**src/rtl/counter_pkg.sv**
```systemverilog
`default_nettype none
// ---------------------------------------------------------------------------
// counter_pkg: shared types and widths for the counter enable path | Rev 1.0
// ---------------------------------------------------------------------------
package counter_pkg;

  typedef enum logic [1:0] {
    ST_IDLE  = 2'd0,
    ST_RUN   = 2'd1,
    ST_BURST = 2'd2
  } enable_gen_state_t;

  localparam logic MODE_CONTINUOUS = 1'b0;
  localparam logic MODE_BURST      = 1'b1;

  localparam int COUNTER_WIDTH = 8;
  localparam int DIV_WIDTH     = 8;

endpackage
`default_nettype wire

```
**src/rtl/counter_enable_gen_tick_divider.sv**
```systemverilog
`default_nettype none
// ---------------------------------------------------------------------------
// tick_divider: programmable prescaler with a registered 1-cycle tick | Rev 1.0
// ---------------------------------------------------------------------------
module tick_divider #(
  parameter int DIV_WIDTH = 8
) (
  input  logic                 clk,
  input  logic                 reset,
  input  logic                 run,
  input  logic                 clear,
  input  logic [DIV_WIDTH-1:0] div,
  output logic                 hit,
  output logic                 tick
);

  logic [DIV_WIDTH-1:0] presc_q, presc_d;
  logic                 tick_q, tick_d;

  // hit is the unregistered form of tick, so the owner of the burst
  // counter can update its state on the same edge the tick is issued.
  assign hit  = run && !clear && (presc_q == div);
  assign tick = tick_q;

  always_comb begin
    presc_d = presc_q;
    tick_d  = 1'b0;
    if (clear) begin
      presc_d = '0;
    end else if (run) begin
      if (presc_q == div) begin
        presc_d = '0;
        tick_d  = 1'b1;
      end else begin
        presc_d = presc_q + 1'b1;
      end
    end
  end

  always_ff @(posedge clk or negedge reset) begin
    if (!reset) begin
      presc_q <= '0;
      tick_q  <= 1'b0;
    end else begin
      presc_q <= presc_d;
      tick_q  <= tick_d;
    end
  end

endmodule
`default_nettype wire

```
**src/rtl/counter_enable_gen.sv**
```systemverilog
`default_nettype none
// ---------------------------------------------------------------------------
// counter_enable_gen: start/stop run controller producing counter enable ticks | Rev 1.0
// ---------------------------------------------------------------------------
module counter_enable_gen #(
  parameter int DIV_WIDTH   = counter_pkg::DIV_WIDTH,
  parameter int BURST_WIDTH = counter_pkg::COUNTER_WIDTH
) (
  input  logic                   clk,
  input  logic                   reset,
  input  logic                   start,
  input  logic                   stop,
  input  logic                   burst_mode,
  input  logic [DIV_WIDTH-1:0]   divisor,
  input  logic [BURST_WIDTH-1:0] burst_len,
  output logic                   enable,
  output logic                   busy,
  output logic                   done,
  output logic                   aborted,
  output logic [BURST_WIDTH-1:0] pulse_count
);

  import counter_pkg::*;

  enable_gen_state_t      state_q, state_d;
  logic [DIV_WIDTH-1:0]   div_q, div_d;
  logic [BURST_WIDTH-1:0] len_q, len_d;
  logic [BURST_WIDTH-1:0] cnt_q, cnt_d;
  logic                   done_q, done_d;
  logic                   aborted_q, aborted_d;

  logic w_active;
  logic w_start_ok;
  logic w_run;
  logic w_clear;
  logic w_hit;

  assign w_active   = (state_q != ST_IDLE);
  assign w_start_ok = (state_q == ST_IDLE) && start && !stop;
  // Stop suppresses a tick even when the prescaler matches on that edge.
  assign w_run      = w_active && !stop;
  assign w_clear    = (w_active && stop) || w_start_ok;

  tick_divider #(
    .DIV_WIDTH (DIV_WIDTH)
  ) u_tick_divider (
    .clk   (clk),
    .reset (reset),
    .run   (w_run),
    .clear (w_clear),
    .div   (div_q),
    .hit   (w_hit),
    .tick  (enable)
  );

  always_comb begin
    state_d   = state_q;
    div_d     = div_q;
    len_d     = len_q;
    cnt_d     = cnt_q;
    done_d    = 1'b0;
    aborted_d = 1'b0;
    case (state_q)
      ST_IDLE: begin
        if (w_start_ok) begin
          cnt_d = '0;
          if (burst_mode == MODE_BURST) begin
            if (burst_len == '0) begin
              done_d = 1'b1;
            end else begin
              state_d = ST_BURST;
              div_d   = divisor;
              len_d   = burst_len;
            end
          end else begin
            state_d = ST_RUN;
            div_d   = divisor;
          end
        end
      end
      ST_RUN: begin
        if (stop) begin
          state_d   = ST_IDLE;
          aborted_d = 1'b1;
        end else if (w_hit) begin
          cnt_d = cnt_q + 1'b1;
        end
      end
      ST_BURST: begin
        if (stop) begin
          state_d   = ST_IDLE;
          aborted_d = 1'b1;
        end else if (w_hit) begin
          cnt_d = cnt_q + 1'b1;
          if (cnt_d == len_q) begin
            state_d = ST_IDLE;
            done_d  = 1'b1;
          end
        end
      end
      default: state_d = ST_IDLE;
    endcase
  end

  always_ff @(posedge clk or negedge reset) begin
    if (!reset) begin
      state_q   <= ST_IDLE;
      div_q     <= '0;
      len_q     <= '0;
      cnt_q     <= '0;
      done_q    <= 1'b0;
      aborted_q <= 1'b0;
    end else begin
      state_q   <= state_d;
      div_q     <= div_d;
      len_q     <= len_d;
      cnt_q     <= cnt_d;
      done_q    <= done_d;
      aborted_q <= aborted_d;
    end
  end

  assign busy        = w_active;
  assign done        = done_q;
  assign aborted     = aborted_q;
  assign pulse_count = cnt_q;

endmodule
`default_nettype wire
```
**config.mk**
```make
export PLATFORM = sky130hd
export DESIGN_NAME = counter_enable_gen
export DESIGN_NICKNAME = d
export VERILOG_FILES = /design/src/rtl/counter_pkg.sv /design/src/rtl/counter_enable_gen_tick_divider.sv /design/src/rtl/counter_enable_gen.sv
export SDC_FILE = /design/constraint.sdc
export NUM_CORES = 1
export LEC_CHECK = 0
export CORE_ASPECT_RATIO = 0.7
export CORE_MARGIN = 5
export CORE_UTILIZATION = 48
export DETAILED_ROUTE_END_ITERATION = 7
export HOLD_SLACK_MARGIN = 0.12
export PLACE_DENSITY = 0.71
export RECOVER_POWER = 50
export SYNTH_ARGS = -nofsm -noshare
export SYNTH_HDL_FRONTEND = slang
export SYNTH_HIERARCHICAL = 1
export SYNTH_SLANG_ARGS = --single-unit
```
**constraint.sdc**
```tcl
create_clock -name clk -period 2.7 [get_ports clk]
set_clock_uncertainty 0.05 [all_clocks]
set_input_delay 0.675 -clock clk [delete_from_list [all_inputs] [get_ports clk]]
set_output_delay 0.675 -clock clk [all_outputs]
set_load 0.03 [all_outputs]
```
# Yosys cells after proc, flatten, opt, wreduce, memory -nomap -nowiden
# Cells that the tools add are included.
word_totals:
  input_bits: 21
  out_inout_bits: 12
  ff_bits: 37
op_classes:
  bitwise: 1
  n_reduce_logical: 19
  n_mux: 29
  add_sub_neg: 2
  n_eq_ne: 12
ops:
  columns: ["cell", "n"]
  rows:
  - ["8-bit 2-to-1 mux", 8]
  - ["8-bit by 1-bit adder with 8-bit output (second input constant)", 2]
  - ["8-bit equality test", 2]
  - ["8-bit case mux with 2 select lines", 1]
  - ["2-bit 2-to-1 mux", 7]
  - ["1-bit 2-to-1 mux", 11]
  - ["8-bit logical NOT", 1]
  - ["2-bit inequality test (second input constant)", 4]
  - ["4-bit AND reduction", 2]
  - ["1-bit logical AND", 6]
  - ["3-bit inequality test (second input constant)", 2]
  - ["2-bit case mux with 3 select lines", 1]
  - ["2-bit nonzero test", 3]
  - ["5-bit AND reduction", 1]
  - ["3-bit by 2-bit inequality test with 1-bit output (second input constant)", 1]
  - ["3-bit AND reduction", 1]
  - ["2-bit by 1-bit equality test with 1-bit output (second input constant)", 1]
  - ["2-bit equality test (second input constant)", 1]
  - ["1-bit logical NOT", 2]
  - ["2-bit logical NOT", 1]
  - ["2-bit by 1-bit inequality test with 1-bit output (second input constant)", 1]
  - ["1-bit case mux with 2 select lines", 1]
  - ["2-bit OR reduction", 1]
  - ["1-bit logical OR", 1]
  - ["1-bit NOT", 1]

# Logic depth before layout (Yosys ltp)
depth:
  ltp_word: 10
  depth_mapped: 12
  mapped_depth_nobuf: 10

# Modules after synthesis
# The synthesis kept the hierarchy.
modules_own_cells:
  columns: ["mod", "cells_each", "instances", "area_each_um2"]
  rows:
  - ["counter_enable_gen", 134, 1, 1514.0]
  - ["tick_divider", 55, 1, 604.3]

# Least setup slack after synthesis
# OpenSTA, ideal clock, no wires.
synth_timing:
  path_type: "input to register"
  start: "in stop"
  end: "reg cnt_q[6] (netlist: pulse_count[6])"
  setup_slack_ns: -0.008
  cell_stages: 9
  setup_ns: 0.139
  path_buffers: 1
  arrival_time_ns: 2.519
  path_cell_list: "inv_1 -> o21ai_0 -> clkbuf_1 -> and3b_1 -> and2_1 -> o211ai_1 -> a31oi_1 -> o21ai_0 -> o41ai_1"
synth_via:
  elab_chain_len: 8
synth_rtl:
  columns: ["item", "line_no", "rtl"]
  rows:
  - ["from (decl)", "counter_enable_gen.sv:12", "input logic stop,"]
  - ["1-bit logical NOT", "counter_enable_gen.sv:39", "assign w_start_ok = (state_q == ST_IDLE) && start && !stop;"]
  - ["1-bit logical AND", "counter_enable_gen.sv:39", null]
  - ["1-bit logical OR (*)", "counter_enable_gen.sv:42", "assign w_clear = (w_active && stop) || w_start_ok;"]
  - ["named net w_clear", "counter_enable_gen.sv:35", "logic w_clear;"]
  - ["1-bit logical NOT (*)", "counter_enable_gen_tick_divider.sv:22", "assign hit = run && !clear && (presc_q == div);"]
  - ["1-bit logical AND (*) (2 in series)", "counter_enable_gen_tick_divider.sv:22", null]
  - ["named net w_hit", "counter_enable_gen.sv:36", "logic w_hit;"]
  - ["2-bit by 1-bit inequality test with 1-bit output (no line) (*)", null, null]
  - ["4-bit AND reduction (no line) (*)", null, null]
  - ["to (signal assigned)", "counter_enable_gen.sv:117", "cnt_q <= cnt_d;"]
  - ["to (decl)", "counter_enable_gen.sv:28", "logic [BURST_WIDTH-1:0] cnt_q, cnt_d;"]
# Mark *: on every way through the listed nets, which the timed path passes. The rest lies on a longest branch.
# A chain may end at the register's enable or synchronous reset.

# Worst setup path after layout
layout_timing:
  start: "reg state_q[0]"
  end: "out busy"
layout_via:
  elab_chain_len: 1
layout_rtl:
  columns: ["item", "line_no", "rtl"]
  rows:
  - ["from (decl)", "counter_enable_gen.sv:25", "enable_gen_state_t state_q, state_d;"]
  - ["from (signal assigned)", "counter_enable_gen.sv:114", "state_q <= state_d;"]
  - ["2-bit nonzero test", "counter_enable_gen.sv:38", "assign w_active = (state_q != ST_IDLE);"]
  - ["to (decl)", "counter_enable_gen.sv:17", "output logic busy,"]
# No other way between the ends.

==> summary.md <==
| Metric | Value |
|---|---|
| Status | `finished, final reports clean` |
| Crit path buf inv count | `3` |
| Initial antenna violation count | `0` |
| Post-synthesis mux area share | `0.0998` |
| Post-Syn Area | `0.00212 mm²` |
| Simple logic cell fraction of the synthesized area | `0.150` |
| Async S/R FF share, synth | `1.00` |
| Worst path max stage delay | `690 ps` |
| Slowest cell on crit path | `clkdlybuf4s50_1` |
| Seq pwr share | `0.424` |
| CTS Buf Count | `5` |
| NumNets Final | `roughly 260` |
| Fillers | `349` |
| Hold-fix buffers, CTS | `0` |
| Yosys reg bits | `37` |
| Synth unique cells | `53` |
| Post-CTS Setup Bufs | `0` |
| Clock share of power | `0.185` |
| Register area share after synthesis | `0.437` |
| Syn nets | `about 220` |
| Leading area contributor after synthesis | `dfrtp_1` |
| Worst slew margin | `0.400` |
| Peak supply drop | `between 400 and 500 µV` |
| Comb pwr share | `0.391` |
| GRT Total Usage | `0.185` |
| Avg Inst Size Synth | `11.2 µm²` |
| Final Non-Filler Cells | `288` |
| Post-synth EDFFs | `0` |
| Max-cap violations | `0` |
| Worst path cell trace | `inv_1 > ha_2 > inv_1 > clkdlybuf4s50_1` |
| Setup TNS Final | `0 ps` |
| DRC | `0` |
| GP Congestion | `0.897` |
| Placed insts | `280` |
| Count of final setup violators | `0` |
| Post-CTS sizing | `0` |
| Power Density | `778 mW/mm²` |
| Sw Share | `0.356` |
| Critical Path Fanout Max | `9` |
| Via count | `1,662` |
| # rows | `20` |
| First-pass detailed-route iteration total | `4` |
| Worst skew pair latency | `between 200 and 300 ps` |
| Synth Flop Type | `dfrtp_1` |
| Clock transition at the registers of the reported paths | `roughly 80 ps` |
| Crit Path Class | `reg2out` |
| Arr. time, crit path | `1800 ps` |
| Mapped Cells | `189` |
| Detail Route Antenna Nets | `0` |
| Critical Path Start Type | `register` |
| Slew @ Worst Pin | `901 ps` |
| N_diodes | `0` |
| Fin crit share | `0.934` |
| CP Data Required Time | `1980 ps` |
| First-pass GRT wire length | `between 8000 and 9000 µm` |
| Synth warn | `6` |
| Internal power | `~1.3 mW` |
| DRT Wirelength | `4820 µm` |
| Unrepaired setup endpoints after global routing | `no` |
| Layout cells sized above 1 | `0.210` |
| Drt initial violations | `133` |
| Final critical-path required period | `around 2500 ps` |
| Vias per cell | `5.77` |
| Die area | `0.00586 mm²` |
| Die width | `89.4 µm` |
| CTS sink cnt | `37` |
| Most frequent cells after synthesis | `dfrtp_1, mux2_2, xnor2_1, nand2_1, o21ai_0` |
| Port Buffers | `32` |
| Net Sw Power | `0.728 mW` |
| P_leak | `~1.0 nW` |
| Vias in the first global route | `1,644` |
| Crit end category | `output pin` |
| Top-count cell post-synth | `dfrtp_1` |
| CTS tree | `yes` |
| DR WL/cell | `between 15 and 20 µm` |
| Achievable Freq | `just under 400 MHz` |
| Initial core utilization | `0.492` |
| Worst min path class | `reg2reg` |
| Delay-heaviest family, CP | `buffers and inverters` |
| Synth Area in Compound Gates | `0.152` |
| Area Growth Syn to Fin | `24.0%` |
| Largest net degree at the start of global routing | `38` |
| DP Wirelength | `3620 µm` |
| Die height | `65.6 µm` |
| Main combinational cell family by area after synthesis | `compound AO/OA/AOI/OAI gates` |
| Clock tree buffer depth | `2` |
| Adder-Cell Fraction of Synth Area | `0.0295` |
| Area occupied by multi-input gates | `0.00115 mm²` |
| Final Hold Vio Count | `0` |
| Total gr overflow | `0` |
| FF+latch area | `926 µm²` |
| Fin util | `0.610` |
| Clock H-tree levels | `2` |
| Dominant cells by area after synthesis | `dfrtp_1, mux2_2, xnor2_1` |
| Post-Synth XOR/XNOR Area | `0.109` |
| Fin. max-slew vios | `0` |
| Post-synth top area share | `0.437` |
| PnR Total Power | `2.04 mW` |
| Top cell by count, worst path | `inv_1` |
| Core area | `about 0.0043 mm²` |
| Root Buffer | `clkbuf_8` |
| IO Count | `33` |
worst paths after layout:
path                       slack [ps]                             to  cells past startpoint              startpoint
min in group asynchronous         980           div_q[6]$_DFFE_PN0P_                      2                   reset
max in group asynchronous        1060  u_tick_divider/tick$_DFF_PN0_                      2                   reset
setup reg to reg                  440     pulse_count[6]$_DFFE_PN0P_                      9  state_q[0]$_DFFE_PN0P_
hold reg to reg                   480           div_q[6]$_DFFE_PN0P_                      1    div_q[6]$_DFFE_PN0P_
hold / removal                    480           div_q[6]$_DFFE_PN0P_                      1    div_q[6]$_DFFE_PN0P_
setup / recovery                  180                           busy                      4  state_q[0]$_DFFE_PN0P_
registers in the layout (all words and copies together) (netlist names):
name                    count
aborted                     1
div_q                       8
done                        1
len_q                       8
u_tick_divider/presc_q      8
pulse_count                 8
state_q                     2
u_tick_divider/tick         1
worst register-to-register path, cell delays in order (launching register included):
cell     delay [ps]
dfrtp_1         390
inv_1           100
ha_2            280
nand3_1         110
o21ai_0         120
and3b_1         220
and2_1          190
o21ai_1         420
o21ai_0         190
o41ai_1          90
power by group through the flow:
stage / logic, mW / registers, mW / clock network, mW
3_3_place_gp: 0.770 / 0.866 / 0
5_1_grt: 0.879 / 0.888 / 0.415
4_1_cts: 0.803 / 0.868 / 0.390
3_5_place_dp: 0.797 / 0.877 / 0
2_1_floorplan: 0.595 / 0.842 / 0
6_report: 0.800 / 0.867 / 0.378
layer usage:
| metal | routed length [µm] | GRT usage | up-vias |
|---|---|---|---|
| met2 | 2030 | 0.253 | 61 |
| li1 | - | - | 779 |
| met3 | 347 | 0.0489 | 7 |
| met5 | 0 | 0 | - |
| met1 | 2370 | 0.278 | 815 |
| met4 | 72 | 0.0669 | 0 |
area by class of cell:
type,instances,share of cell area
Clock buffer,6,0.0276
Clock inverter,2,0.00381
Inverter,5,0.00714
Multi-Input combinational cell,142,0.436
Sequential cell,37,0.352
Tap cell,55,0.0262
Timing Repair Buffer,41,0.147
cells in the final DEF, fill, tap and decap left out, types with 2 or more instances in the layout:
cell and instances:
a211oi_2 4, a21oi_1 2, a31oi_1 2, and2_1 3, and3b_1 2, buf_4 8, clkbuf_8 5, clkdlybuf4s50_1 29
clkinv_2 2, dfrtp_1 37, dlygate4sd3_1 3, ha_1 4, inv_1 5, mux2_2 17, mux2i_1 2, nand2_1 11
nand2b_1 4, nand3_1 6, nand4_1 3, nor2_1 9, nor3_1 2, nor4_1 2, o2111ai_1 2, o211ai_1 4
o21a_1 2, o21ai_0 11, o41ai_1 2, xnor2_1 17, xor2_1 4
cell families after synthesis:
logic type,count (synthesis)
buffers and inverters,10
muxes,19
adders and majority gates,5
xor gates and xnor gates,23
AOI/OAI and AO/OA,41
DFF,37
and+or+nand+nor,54
through the flow:
stage | hold slack [ps] | cell area, µm² | setup WS [ps]
floorplan | 329 | 2120 | 46.8
global placement | 462 | 2540 | 101
detailed placement | 471 | 2540 | 34.8
CTS | 489 | 2630 | 55.5
global route | 503 | 2630 | 60.0
finish | 480 | 2630 | 177
Power figures use the tool's default switching activity.
